`config.mk`:
```
export PLATFORM = sky130hd
export DESIGN_NAME = param_fifo_flat
export DESIGN_NICKNAME = d
export VERILOG_FILES = /design/src/rtl/param_fifo_pkg.sv /design/src/rtl/param_fifo_if.sv /design/src/rtl/param_fifo_mem.sv /design/src/rtl/param_fifo.sv /design/src/flat_wrapper.sv
export SDC_FILE = /design/constraint.sdc
export NUM_CORES = 1
export LEC_CHECK = 0
export ABC_CLOCK_PERIOD_IN_PS = 4270
export CAP_MARGIN = 20
export CORE_UTILIZATION = 61
export CTS_CLUSTER_SIZE = 8
export DETAILED_ROUTE_END_ITERATION = 7
export PLACE_DENSITY = 0.76
export RECOVER_POWER = 25
export SLEW_MARGIN = 0
export SYNTH_ARGS = -nofsm -noshare
export SYNTH_HDL_FRONTEND = slang
export SYNTH_SLANG_ARGS = --single-unit
```
`constraint.sdc`:
```
create_clock -name clk -period 4.27 [get_ports clk]
set_clock_uncertainty 0.2 [all_clocks]
set_input_delay 0.854 -clock clk [delete_from_list [all_inputs] [get_ports clk]]
set_output_delay 0.854 -clock clk [all_outputs]
set_load 0.05 [all_outputs]
```
`src/rtl/param_fifo_pkg.sv`:
```
// Shared types, default parameters and the threshold legality check for param_fifo.
// Optional feature macro: PARAM_FIFO_FWFT_EN (first-word-fall-through read mode).
package param_fifo_pkg;

  localparam int DEF_DATA_WIDTH             = 8;
  localparam int DEF_INDEX_WIDTH            = 5;
  localparam int DEF_ALMOST_FULL_THRESHOLD  = 28;
  localparam int DEF_ALMOST_EMPTY_THRESHOLD = 4;

  typedef struct packed {
    logic full;
    logic empty;
    logic almost_full;
    logic almost_empty;
  } status_t;

  function automatic bit thresholds_ok(input int depth, input int af_thr, input int ae_thr);
    return (af_thr <= depth) && (ae_thr < af_thr);
  endfunction

endpackage

```
`src/rtl/param_fifo_if.sv`:
```
// Handshake/status bundle between param_fifo (slave) and its producer/consumer (master).
// Optional feature macro: PARAM_FIFO_FWFT_EN (changes only the meaning of rd_data/rd_valid).
interface param_fifo_if
  import param_fifo_pkg::*;
#(
  parameter int DATA_WIDTH  = DEF_DATA_WIDTH,
  parameter int INDEX_WIDTH = DEF_INDEX_WIDTH
);

  logic                   wr_en;
  logic [DATA_WIDTH-1:0]  wr_data;
  logic                   rd_en;
  logic [DATA_WIDTH-1:0]  rd_data;
  logic                   rd_valid;
  logic                   flush;
  logic                   clr_err;
  logic [INDEX_WIDTH:0]   count;
  logic                   full;
  logic                   empty;
  logic                   almost_full;
  logic                   almost_empty;
  logic                   overflow;
  logic                   underflow;

  modport master (
    output wr_en, wr_data, rd_en, flush, clr_err,
    input  rd_data, rd_valid, count, full, empty, almost_full, almost_empty,
           overflow, underflow
  );

  modport slave (
    input  wr_en, wr_data, rd_en, flush, clr_err,
    output rd_data, rd_valid, count, full, empty, almost_full, almost_empty,
           overflow, underflow
  );

endinterface

```
`src/rtl/param_fifo_mem.sv`:
```
// DEPTH x DATA_WIDTH storage, one write port, one combinational read port.
// Kept separate so it can be swapped for an SRAM macro; contents are never reset.
module param_fifo_mem
  import param_fifo_pkg::*;
#(
  parameter int DATA_WIDTH  = DEF_DATA_WIDTH,
  parameter int INDEX_WIDTH = DEF_INDEX_WIDTH
) (
  input  logic                   clk,
  input  logic                   wr_en,
  input  logic [INDEX_WIDTH-1:0] wr_addr,
  input  logic [DATA_WIDTH-1:0]  wr_data,
  input  logic [INDEX_WIDTH-1:0] rd_addr,
  output logic [DATA_WIDTH-1:0]  rd_data
);

  localparam int DEPTH = 1 << INDEX_WIDTH;

  logic [DATA_WIDTH-1:0] mem_q [DEPTH];

  always_ff @(posedge clk) begin
    if (wr_en) begin
      mem_q[wr_addr] <= wr_data;
    end
  end

  assign rd_data = mem_q[rd_addr];

endmodule

```
`src/rtl/param_fifo.sv`:
```
// Parametrised synchronous FIFO: pointers, status/error flags and the read output stage.
// Optional feature macro: PARAM_FIFO_FWFT_EN selects first-word-fall-through reads.
module param_fifo
  import param_fifo_pkg::*;
#(
  parameter int DATA_WIDTH             = DEF_DATA_WIDTH,
  parameter int INDEX_WIDTH            = DEF_INDEX_WIDTH,
  parameter int ALMOST_FULL_THRESHOLD  = DEF_ALMOST_FULL_THRESHOLD,
  parameter int ALMOST_EMPTY_THRESHOLD = DEF_ALMOST_EMPTY_THRESHOLD
) (
  input  logic         clk,
  input  logic         rst_n,
  param_fifo_if.slave  bus
);

  localparam int DEPTH = 1 << INDEX_WIDTH;
  localparam int PW    = INDEX_WIDTH + 1;

  if (!thresholds_ok(DEPTH, ALMOST_FULL_THRESHOLD, ALMOST_EMPTY_THRESHOLD) || DATA_WIDTH < 1)
  begin : g_bad_params
    $error("param_fifo: illegal DATA_WIDTH or almost-full/almost-empty thresholds");
  end

  logic [PW-1:0]         wr_ptr_q, wr_ptr_d;
  logic [PW-1:0]         rd_ptr_q, rd_ptr_d;
  logic [PW-1:0]         count;
  logic                  overflow_q, overflow_d;
  logic                  underflow_q, underflow_d;
  logic                  wr_acc, rd_acc;
  logic [DATA_WIDTH-1:0] mem_rd_data;
  status_t               status;

  // Extra pointer bit disambiguates full from empty; subtraction wraps naturally.
  assign count = wr_ptr_q - rd_ptr_q;

  always_comb begin
    status.full         = (count == PW'(DEPTH));
    status.empty        = (count == '0);
    status.almost_full  = (int'(count) >= ALMOST_FULL_THRESHOLD);
    status.almost_empty = (int'(count) <= ALMOST_EMPTY_THRESHOLD);
  end

  always_comb begin
    wr_acc      = bus.wr_en && !status.full  && !bus.flush;
    rd_acc      = bus.rd_en && !status.empty && !bus.flush;
    wr_ptr_d    = wr_ptr_q;
    rd_ptr_d    = rd_ptr_q;
    overflow_d  = overflow_q;
    underflow_d = underflow_q;
    if (bus.clr_err) begin
      overflow_d  = 1'b0;
      underflow_d = 1'b0;
    end
    // Flush swallows the cycle's requests, so they can neither move nor flag.
    if (bus.flush) begin
      wr_ptr_d = '0;
      rd_ptr_d = '0;
    end else begin
      if (wr_acc) wr_ptr_d = wr_ptr_q + 1'b1;
      if (rd_acc) rd_ptr_d = rd_ptr_q + 1'b1;
      if (bus.wr_en && status.full)  overflow_d  = 1'b1;
      if (bus.rd_en && status.empty) underflow_d = 1'b1;
    end
  end

  always_ff @(posedge clk or negedge rst_n) begin
    if (!rst_n) begin
      wr_ptr_q    <= '0;
      rd_ptr_q    <= '0;
      overflow_q  <= 1'b0;
      underflow_q <= 1'b0;
    end else begin
      wr_ptr_q    <= wr_ptr_d;
      rd_ptr_q    <= rd_ptr_d;
      overflow_q  <= overflow_d;
      underflow_q <= underflow_d;
    end
  end

  param_fifo_mem #(
    .DATA_WIDTH  (DATA_WIDTH),
    .INDEX_WIDTH (INDEX_WIDTH)
  ) u_mem (
    .clk     (clk),
    .wr_en   (wr_acc),
    .wr_addr (wr_ptr_q[INDEX_WIDTH-1:0]),
    .wr_data (bus.wr_data),
    .rd_addr (rd_ptr_q[INDEX_WIDTH-1:0]),
    .rd_data (mem_rd_data)
  );

`ifdef PARAM_FIFO_FWFT_EN
  // Head entry is always presented; rd_en only acknowledges it.
  assign bus.rd_data  = mem_rd_data;
  assign bus.rd_valid = !status.empty;
`else
  logic [DATA_WIDTH-1:0] rd_data_q, rd_data_d;
  logic                  rd_valid_q, rd_valid_d;

  always_comb begin
    rd_data_d  = rd_acc ? mem_rd_data : rd_data_q;
    rd_valid_d = rd_acc;
  end

  always_ff @(posedge clk or negedge rst_n) begin
    if (!rst_n) begin
      rd_data_q  <= '0;
      rd_valid_q <= 1'b0;
    end else begin
      rd_data_q  <= rd_data_d;
      rd_valid_q <= rd_valid_d;
    end
  end

  assign bus.rd_data  = rd_data_q;
  assign bus.rd_valid = rd_valid_q;
`endif

  assign bus.count        = count;
  assign bus.full         = status.full;
  assign bus.empty        = status.empty;
  assign bus.almost_full  = status.almost_full;
  assign bus.almost_empty = status.almost_empty;
  assign bus.overflow     = overflow_q;
  assign bus.underflow    = underflow_q;

endmodule

```
`src/flat_wrapper.sv`:
```
// flat-port wrapper written by rule: the top's interface ports become plain ports
module param_fifo_flat import param_fifo_pkg::*;
#(
  parameter int DATA_WIDTH             = DEF_DATA_WIDTH,
  parameter int INDEX_WIDTH            = DEF_INDEX_WIDTH,
  parameter int ALMOST_FULL_THRESHOLD  = DEF_ALMOST_FULL_THRESHOLD,
  parameter int ALMOST_EMPTY_THRESHOLD = DEF_ALMOST_EMPTY_THRESHOLD
)
  (clk, rst_n, bus_wr_en, bus_wr_data, bus_rd_en, bus_flush, bus_clr_err, bus_rd_data, bus_rd_valid, bus_count, bus_full, bus_empty, bus_almost_full, bus_almost_empty, bus_overflow, bus_underflow);
  param_fifo_if #(.DATA_WIDTH(DATA_WIDTH), .INDEX_WIDTH(INDEX_WIDTH)) bus_i ();
  input  logic clk;
  input  logic rst_n;
  input wire logic [$bits(bus_i.wr_en)-1:0] bus_wr_en;
  input wire logic [$bits(bus_i.wr_data)-1:0] bus_wr_data;
  input wire logic [$bits(bus_i.rd_en)-1:0] bus_rd_en;
  input wire logic [$bits(bus_i.flush)-1:0] bus_flush;
  input wire logic [$bits(bus_i.clr_err)-1:0] bus_clr_err;
  output wire logic [$bits(bus_i.rd_data)-1:0] bus_rd_data;
  output wire logic [$bits(bus_i.rd_valid)-1:0] bus_rd_valid;
  output wire logic [$bits(bus_i.count)-1:0] bus_count;
  output wire logic [$bits(bus_i.full)-1:0] bus_full;
  output wire logic [$bits(bus_i.empty)-1:0] bus_empty;
  output wire logic [$bits(bus_i.almost_full)-1:0] bus_almost_full;
  output wire logic [$bits(bus_i.almost_empty)-1:0] bus_almost_empty;
  output wire logic [$bits(bus_i.overflow)-1:0] bus_overflow;
  output wire logic [$bits(bus_i.underflow)-1:0] bus_underflow;
  assign bus_i.wr_en = bus_wr_en;
  assign bus_i.wr_data = bus_wr_data;
  assign bus_i.rd_en = bus_rd_en;
  assign bus_i.flush = bus_flush;
  assign bus_i.clr_err = bus_clr_err;
  assign bus_rd_data = bus_i.rd_data;
  assign bus_rd_valid = bus_i.rd_valid;
  assign bus_count = bus_i.count;
  assign bus_full = bus_i.full;
  assign bus_empty = bus_i.empty;
  assign bus_almost_full = bus_i.almost_full;
  assign bus_almost_empty = bus_i.almost_empty;
  assign bus_overflow = bus_i.overflow;
  assign bus_underflow = bus_i.underflow;
  param_fifo #(.DATA_WIDTH(DATA_WIDTH), .INDEX_WIDTH(INDEX_WIDTH), .ALMOST_FULL_THRESHOLD(ALMOST_FULL_THRESHOLD), .ALMOST_EMPTY_THRESHOLD(ALMOST_EMPTY_THRESHOLD)) u_core (.clk(clk), .rst_n(rst_n), .bus(bus_i));
endmodule
```
# ---- Yosys cells after proc, flatten, opt, wreduce, memory -nomap -nowiden
# Memories as Yosys holds them, arrays and structs flattened. A register that Yosys moved wholly into a read port is not among the register bits.
# Cells that the tools add are included.
dict set report op_classes {
  n_addsub 3
  magnitude_cmp 2
  eq_ne 1
  muxes 12
  n_reduce_logical 13
}
# cell n
set ops {}
lappend ops {{6-bit two-way mux} 4}
lappend ops {{6-bit by 1-bit adder with 6-bit output (second input constant)} 2}
lappend ops {{1-bit two-way mux} 8}
lappend ops {{6-bit equality test (second input constant)} 1}
lappend ops {{6-bit by 5-bit >= comparator with 1-bit output (second input constant)} 1}
lappend ops {{6-bit by 3-bit less-or-equal comparator with 1-bit output (second input constant)} 1}
lappend ops {{1-bit logical AND} 6}
lappend ops {{6-bit zero test} 1}
lappend ops {{6-bit subtractor} 1}
lappend ops {{1-bit zero test} 4}
lappend ops {{2-bit nonzero test} 2}
dict set report word_totals {
  reg_bits 15
  ramBits 256
  in_bits 14
  out_inout_bits 21
  elab_cells 37
  memories 1
}
# memory depth word_bits read_ports rd_clocked_by_memory_dff wr line
set mem_list {}
lappend mem_list {u_core.u_mem.mem_q 32 8 1 1 1 param_fifo_mem.sv:19} ;# logic [DATA_WIDTH-1:0] mem_q [DEPTH];

# ---- Longest topological paths before layout
# Gate-level depths: netlist of the first run.
dict set report depth {
  depth_word 7
  mapped_depth 11
  ltp_nobuf 10
}

# ---- By module
# A second synthesis of the first run with hierarchy kept.
dict set report hier_totals {
  cells_unflattened 549
  area_unflattened_um2 11402.2
}
# module instances cells_per_inst area_per_inst_um2 seq_area_each_um2
set by_module_without_submodules {}
lappend by_module_without_submodules {param_fifo_mem 1 409 9893.2 7687.4}
lappend by_module_without_submodules {param_fifo 1 140 1508.9 575.6}

# ---- Least setup slack after synthesis of the first run
# Ideal clock, no wire load.
dict set report synth_path {
  path_kind {register to output}
  from {reg u_core.rd_ptr_q[1]}
  to {out bus_almost_empty}
  arrival_time_ps 4587
  required_time_ps 3216
  path_slack_ps -1371
  path_stages_with_launch 11
  n_path_buf 3
  path_cell_list {dfrtp_1 buf_2 inv_1 clkbuf_1 ha_1 and3b_4 o2111ai_2 o41ai_4 or2_1 buf_6 a2111oi_0}
}
dict set report synth_via {
  elab_chain_len 2
}
# item line
set synth_lines {}
lappend synth_lines {{start, declared} param_fifo.sv:25} ;# logic [PW-1:0] rd_ptr_q, rd_ptr_d;
lappend synth_lines {{start signal, assigned} param_fifo.sv:74} ;# rd_ptr_q <= rd_ptr_d;
lappend synth_lines {{6-bit subtractor} param_fifo.sv:34} ;# assign count = wr_ptr_q - rd_ptr_q;
lappend synth_lines {{via bus_count[5]} flat_wrapper.sv:20} ;# output wire logic [$bits(bus_i.count)-1:0] bus_count;
lappend synth_lines {{6-bit by 3-bit less-or-equal comparator with 1-bit output} param_fifo.sv:40} ;# status.almost_empty = (int'(count) <= ALMOST_EMPTY_THRESHOLD);
lappend synth_lines {{end, declared} flat_wrapper.sv:24} ;# output wire logic [$bits(bus_i.almost_empty)-1:0] bus_almost_empty;
# The timed path passes the listed nets, and every way through them passes these cells.

# ---- Worst setup path in the final report of the first run
dict set report layout_path {
  from {reg u_core.wr_ptr_q[0]}
  to {out bus_full}
}
dict set report layout_via {
  elab_chain_len 2
}
# item line
set layout_lines {}
lappend layout_lines {{start, declared} param_fifo.sv:24} ;# logic [PW-1:0] wr_ptr_q, wr_ptr_d;
lappend layout_lines {{start signal, assigned} param_fifo.sv:73} ;# wr_ptr_q <= wr_ptr_d;
lappend layout_lines {{6-bit subtractor} param_fifo.sv:34}
lappend layout_lines {{6-bit equality test} param_fifo.sv:37} ;# status.full = (count == PW'(DEPTH));
lappend layout_lines {{end, declared} flat_wrapper.sv:21} ;# output wire logic [$bits(bus_i.full)-1:0] bus_full;
# No other way between the ends.

==> results of run 1 <==
==> layout make-up <==
| type | count | area, sq um | share of cell area (%) |
|---|---|---|---|
| tap | 229 | 287 | 2.09 |
| multi-input combinational | 332 | 3090 | 22.6 |
| clock buffer | 65 | 1120 | 8.16 |
| clock inverter | 2 | 17.5 | 0.128 |
| inverter | 15 | 56.3 | 0.412 |
| sequential | 279 | 8270 | 60.4 |
| timing repair buffer | 84 | 843 | 6.16 |
==> worst paths after layout <==
| kind | startpoint | end | slack (ps) |
|---|---|---|---|
| max | u_core.wr_ptr_q[0] | bus_full | 180 |
| min reg2reg | u_core.bus.underflow | u_core.bus.underflow | 290 |
| min in group asynchronous | rst_n | u_core.wr_ptr_q[4] | 660 |
| max in group asynchronous | rst_n | u_core.rd_ptr_q[0] | 2520 |
| max reg2reg | u_core.wr_ptr_q[0] | u_core.u_mem.mem_q[24][2] | 550 |
| min | u_core.bus.underflow | u_core.bus.underflow | 290 |
==> layer usage <==
| metal | vias to the layer above | GRT usage (%) |
|---|---|---|
| met5 | - | 0 |
| li1 | 2844 | - |
| met1 | 3286 | 38.7 |
| met4 | 0 | 12.4 |
| met3 | 57 | 6.81 |
| met2 | 323 | 43.7 |
==> kinds of logic (layout without fill, tap and decap cells) <==
logic type / Yosys count / in the layout / synth area share (%)
compound gates: 104 / 104 / 7.12
xor+xnor: 3 / 3 / 0.227
fa+ha+maj: 11 / 11 / 1.26
buf+inv: 48 / 166 / 1.99
flops: 279 / 279 / 71.5
mux: 106 / 106 / 13.4
simple gates: 108 / 108 / 4.51
==> power by group through the flow <==
stage | logic [mW] | registers (mW) | clock network, mW
after floorplan | 1.53 | 3.33 | 0
after global placement | 2.46 | 3.18 | 0
after detailed placement | 2.50 | 3.19 | 0
after CTS | 2.53 | 3.14 | 2.87
after global routing | 2.67 | 3.14 | 3.00
final | 2.56 | 3.14 | 2.84
==> layout by cell type (no fill, tap or decap), types with 10 or more instances in the layout <==
master,Yosys,routed
edfxtp_1,256,256
mux2i_1,60,60
nor2_1,51,51
buf_4,7,43
clkbuf_16,0,42
mux4_2,36,36
clkbuf_1,15,28
dfrtp_1,23,21
clkdlybuf4s50_1,0,18
o21ai_0,17,17
inv_1,15,15
nand2_1,15,15
a21oi_1,13,13
a221oi_1,13,13
ha_1,10,10
==> worst max-delay path, delay by kind of cell (launching register included) <==
family,cells,cell delay [ps]
simple gates,1,150
xor+xnor,1,190
fa+ha+maj,2,630
compound gates,2,390
flops,1,450
buf+inv,5,710
==> sequential cells by signal, summed over array words and instances (netlist names) <==
signal and cells:
u_core.u_mem.mem_q 256, u_core.bus.rd_data 8, u_core.rd_ptr_q 6, u_core.wr_ptr_q 6
u_core.bus.overflow 1, u_core.bus.rd_valid 1, u_core.bus.underflow 1
==> repair_timing <==
action | 4_1_cts | 5_1_grt
endpoints found under the setup margin | 1 | 1
gates resized for setup | 1 | 1
buffers inserted | 0 | 1
==> out/qor.txt, run 1 <==
setup slack at placement - 454 ps
Reg2Reg Depth - 11
critical path type - reg2out
met1 wire length - 10800 um
maximum VDD drop - 0.401 mV
Seq/Total Area, Yosys - 71.5%
Post-Synthesis Cells - 659
Clk pin slew, worst setup/hold paths - 50 ps
met3 routed WL - 2230 um
first-pass GRT wire length - 40400 um
DRC - 0
HPWL after DPL - 16400 um
via count - 6510
Mapped Nets - 684
via/cell ratio - 6.47
commonest cells in the netlist - 256 x edfxtp_1, 60 x mux2i_1, 51 x nor2_1
final wirelength - 26500 um
non-filler cells, final - 1006
Min Hold Slack - 290 ps
average size of a mapped cell - 17.5 sq um
Die W - 140 um
Core Region - 18300 sq um
slowest CP cell - dfrtp_1
Internal - 5.93 mW
Synth area leader - edfxtp_1
vias in the first global route - 6752
largest net degree at the start of global routing - 97
CP Capture Type - output port
Worst setup SP type - flop
Post-CTS Hold Fix Bufs - 0
routed wire length per instance - 26.3 um
metal2 WL - 12500 um
Slew Viols, Final - 132
post-layout util - 74.9%
LEAKAGE - 4.67 nW
Site Rows - 49
failing checks - capacitance limit, slew limit
Synth cell types - 52
sw power - 2.61 mW
sequential share of power - 36.8%
CTS tree - built
status - finished with violations
Post-synth ARST share - 8.24%
hold depth - 1
DIE HEIGHT - 140 um
PnR Total Power - 8.53 mW
RSZ-0062 raised after global routing - false
number of synthesized register bits - 279
area growth from synthesis to layout - 18.3%
Critical Path RT - 3220 ps
Initial Util - 63.3%
Ys Warns - 0
Worst path most repeated cell - inv_1
setup_tns - 0 ps
DR pass1 iterations - 5
GR Overflow Total - 0
final RePlAce weighted congestion - 0.949
Main synth FF type - edfxtp_1
synthesized cell area - 11600 sq um
clock share of power - 33.2%
Pwr Density - 624 nW/um^2
share of cells above drive strength 1 - 20.6%
CTS sink count - 279
worst-path fanout max - 6
CTS Buf Count - 40
gr usage total - 28.3%
Post-DRT Antenna Nets - 0
First DRT Iteration DRCs - 661
Hold Crit Class - reg2reg
max_cap viols - 4
Diodes inserted - 0
CTS max path bufs - 3
Yosys top cell area share - 66.5%
Setup Viol. Count Final - 0
Final min period - 4090 ps
num ports - 35
crit path cell chain - inv_1 -> ha_1 -> inv_1 -> fa_1 -> xor2_1 -> buf_4 -> nor2_1 -> o221ai_2 -> o21bai_4 -> inv_1 -> buf_4
Post-Place Cell Area - 12400 sq um
Final Hold Viols - 0
Die Area - 19500 sq um
most frequent cell after synthesis - edfxtp_1
Switching Fraction - 30.6%
Clock Latency Late Sink - 530 ps
top post-synthesis cells by area - edfxtp_1 66%, mux4_2 7.0%, mux2i_1 5.2%, dfrtp_1 5.0%, nor2_1 1.7%
CTS Root Cell - clkbuf_16
post-route cell area - 13700 sq um
Worst Tran Pin Value - 1780 ps
Tcrit/Tclk final - 95.7%
EDFF count, synth - 256
CTS HTree Levels - 2
Highest Clock Rate - 245 MHz
Fillers - 1060
initial antenna violation count - 1
Logic pwr share - 30.0%
top sig layer - met4
Crit path arrival time - 3030 ps
setup ws final - 183 ps
I/O Buffers - 34
Crit path largest cell delay - 450 ps
placed cells - 934
slew margin rel. - -18.9%
nets@finish - 777
(Power assumes the default switching activity.)
==> run 2, diff against run 1 <==
--- a/config.mk
+++ b/config.mk
@@ -5,12 +5,13 @@
 export SDC_FILE = /design/constraint.sdc
 export NUM_CORES = 1
 export LEC_CHECK = 0
-export ABC_CLOCK_PERIOD_IN_PS = 4270
+export ABC_CLOCK_PERIOD_IN_PS = 5200
 export CAP_MARGIN = 20
-export CORE_UTILIZATION = 61
+export CORE_UTILIZATION = 66
 export CTS_CLUSTER_SIZE = 8
 export DETAILED_ROUTE_END_ITERATION = 7
-export PLACE_DENSITY = 0.76
+export GPL_ROUTABILITY_DRIVEN = 0
+export PLACE_DENSITY = 0.82
 export RECOVER_POWER = 25
 export SLEW_MARGIN = 0
 export SYNTH_ARGS = -nofsm -noshare
==> constraint.sdc (replaced) <==
create_clock -name clk -period 5.2 [get_ports clk]
set_clock_uncertainty 0.2 [all_clocks]
set_input_delay 1.04 -clock clk [delete_from_list [all_inputs] [get_ports clk]]
set_output_delay 1.04 -clock clk [all_outputs]
set_load 0.05 [all_outputs]
==> run 2 against run 1 <==
Effect of this change: the run now ends clean; sequential share of layout area increased by 1.6 points; critical path depth decreased by 4; combinational power decreased by 21%; cell area down 2.6%; setup slack better by 130 ps; register-to-register slack improved by 100 ps; flip-flop and latch count unchanged; non-clock buffer count down 37; first-iteration DRC count rose by 9.2%; clock power decreased by 19%; count of clock-buffer cells in the layout is 9 lower; largest cell class unchanged; largest power group unchanged.
==> out/qor.txt, run 2 (synthesis results as in run 1) <==
status - complete, no violations
Setup Viol. Count Final - 0 (unchanged)
Final Hold Viols - 0 (unchanged)
slew margin rel. - 9.26% (+28 points)
Site Rows - 48 (-2.0%)
nets@finish - 740 (-4.8%)
CTS tree - built
Reg2Reg Launch Point - u_core.rd_ptr_q[3]
Initial Util - 67.3% (+4.0 points)
Multi-input gate area - 3070 sq um (-0.69%)
Slew Viols, Final - 0 (-100%)
Min Hold Slack - 295 ps (+4.95 ps)
# resized after CTS - 0 (-1)
LEAKAGE - 4.45 nW (-4.6%)
Highest Clock Rate - 205 MHz
First DRT Iteration DRCs - 722 (+9.2%)
final wirelength - 26500 um (about the same)
Fillers - 938 (-12%)
commonest cells after routing, fill and taps aside - 256 x edfxtp_1, 60 x mux2i_1, 51 x nor2_1
startpoint of the worst hold path - u_core.bus.underflow
Post-DRT Antenna Nets - 0 (unchanged)
Worst Tran Pin Value - 1360 ps (-422 ps)
via/cell ratio - 6.95 (+7.4%)
Clk pin slew, worst setup/hold paths - 60 ps (about the same)
Core Region - 17200 sq um (-6.0%)
critical path type - reg2out
crit path from - u_core.rd_ptr_q[3]
CTS max path bufs - 3 (unchanged)
PnR Total Power - 6.89 mW (-19%)
CP Capture Type - output port
Final min period - 4880 ps
DIE HEIGHT - 134 um (-3.8%)
routed wire length per instance - 27.7 um (+5.3%)
I/O Buffers - 34 (unchanged)
Hold Crit Class - reg2reg
maximum VDD drop - 0.858 mV (+110%)
share of cells above drive strength 1 - 15.9% (-4.7 points)
Crit path arrival time - 3640 ps (+610 ps)
GR Overflow Total - 0 (unchanged)
setup_tns - 0 ps (unchanged)
area growth from synthesis to layout - 15.2%
commonest non-fill, non-tap cell in the layout - edfxtp_1
Tcrit/Tclk final - 93.9%
CTS HTree Levels - 2 (unchanged)
Pwr Density - 517 nW/um^2 (-17%)
HPWL after DPL - 16500 um (+0.55%)
CTS Buf Count - 40 (unchanged)
Diodes inserted - 0 (unchanged)
Critical Path RT - 3960 ps (+740 ps)
max_cap viols - 0 (-4)
Die Area - 18100 sq um (-7.5%)
Setup Buffers After CTS - 0 (unchanged)
Clock Latency Late Sink - 520 ps (about the same)
Reg area - 8270 sq um (unchanged)
vias in the first global route - 6551 (-3.0%)
DRC - 0 (unchanged)
via count - 6645 (+2.1%)
first-pass GRT wire length - 39200 um (-3.1%)
Worst setup SP type - flop
CTS sink count - 279 (unchanged)
Die W - 134 um (-3.8%)
gr usage total - 30.6% (+2.3 points)
RSZ-0062 raised after global routing - false
CTS Root Cell - clkbuf_16
max reg flops - 256 (unchanged)
Top reg by flops - u_core.u_mem.mem_q
DR pass1 iterations - 8 (+3)
largest net degree at the start of global routing - 97 (unchanged)
worst-path fanout max - 15 (+9)
num ports - 35 (unchanged)
initial antenna violation count - 0 (-1)
Post-CTS Hold Fix Bufs - 0 (unchanged)
==> run 2: changes by cell type in the layout (fill, tap and decap cells not counted), moves of 2 or more <==
| cell | before | now |
|---|---|---|
| buf_12 | 8 | 4 |
| clkdlybuf4s50_1 | 18 | 21 |
| clkbuf_1 | 28 | 19 |
| buf_16 | 2 | 4 |
| buf_4 | 43 | 5 |
==> run 2: power breakdown <==
group          leakage, nW  total, mW  internal, mW  switching [mW]
combinational         1.32       2.02         0.799            1.22
clock                0.532       2.30          1.42           0.877
sequential            2.60       2.58          2.53          0.0467
total                 4.45       6.89          4.75            2.14
==> run 2: layer usage <==
| layer | global-route usage, % | wire (um) | vias to the layer above |
|---|---|---|---|
| met1 | 42.3 | 10100 | 3312 |
| met2 | 47.7 | 12700 | 499 |
| met5 | 0 | 0 | - |
| met4 | 12.5 | 874 | 0 |
| li1 | - | - | 2754 |
| met3 | 7.18 | 2820 | 80 |
==> run 2: final cells by class <==
class | count | area share [%]
Multi-Input combinational cell | 332 | 23.1
Clock buffer | 56 | 8.12
Inverter | 15 | 0.423
Clock inverter | 2 | 0.131
Tap cell | 225 | 2.11
Sequential cell | 279 | 62.0
Timing Repair Buffer | 47 | 4.11
==> run 2: final timing paths <==
| check | endpoint | slack, ps | depth (start not counted) |
|---|---|---|---|
| hold / removal | u_core.bus.underflow | 300 | 1 |
| max in group asynchronous | u_core.rd_ptr_q[0] | 2670 | 2 |
| setup / recovery | bus_full | 320 | 7 |
| setup reg to reg | u_core.u_mem.mem_q[21][3] | 650 | 7 |
| hold reg to reg | u_core.bus.underflow | 300 | 1 |
| min in group asynchronous | u_core.bus.underflow | 1160 | 2 |
==> run 2: worst max-delay path, stage by stage, from the launching register on <==
cell	delay, ps
dfrtp_1	640
inv_1	360
ha_1	490
o21a_2	230
o41ai_4	110
o21bai_1	850
inv_1	190
buf_4	260
==> run 2: through the flow <==
stage,area (sq um),utilization (%),worst slack [ps],cells
after CTS,13400,77.9,424,956
final,13300,77.6,316,956
after floorplan,11600,-,50.0,659
after global placement,12100,70.4,1110,890
after detailed placement,12300,71.5,859,898
after global routing,13300,77.6,113,956
==> run 3, diff against run 2 <==
--- a/config.mk
+++ b/config.mk
@@ -5,6 +5,7 @@
 export SDC_FILE = /design/constraint.sdc
 export NUM_CORES = 1
 export LEC_CHECK = 0
+export ABC_AREA = 0
 export ABC_CLOCK_PERIOD_IN_PS = 5200
 export CAP_MARGIN = 20
 export CORE_UTILIZATION = 66
==> results of run 3 <==
No change in the layout: final DEF, timing and power equal those of run 2.
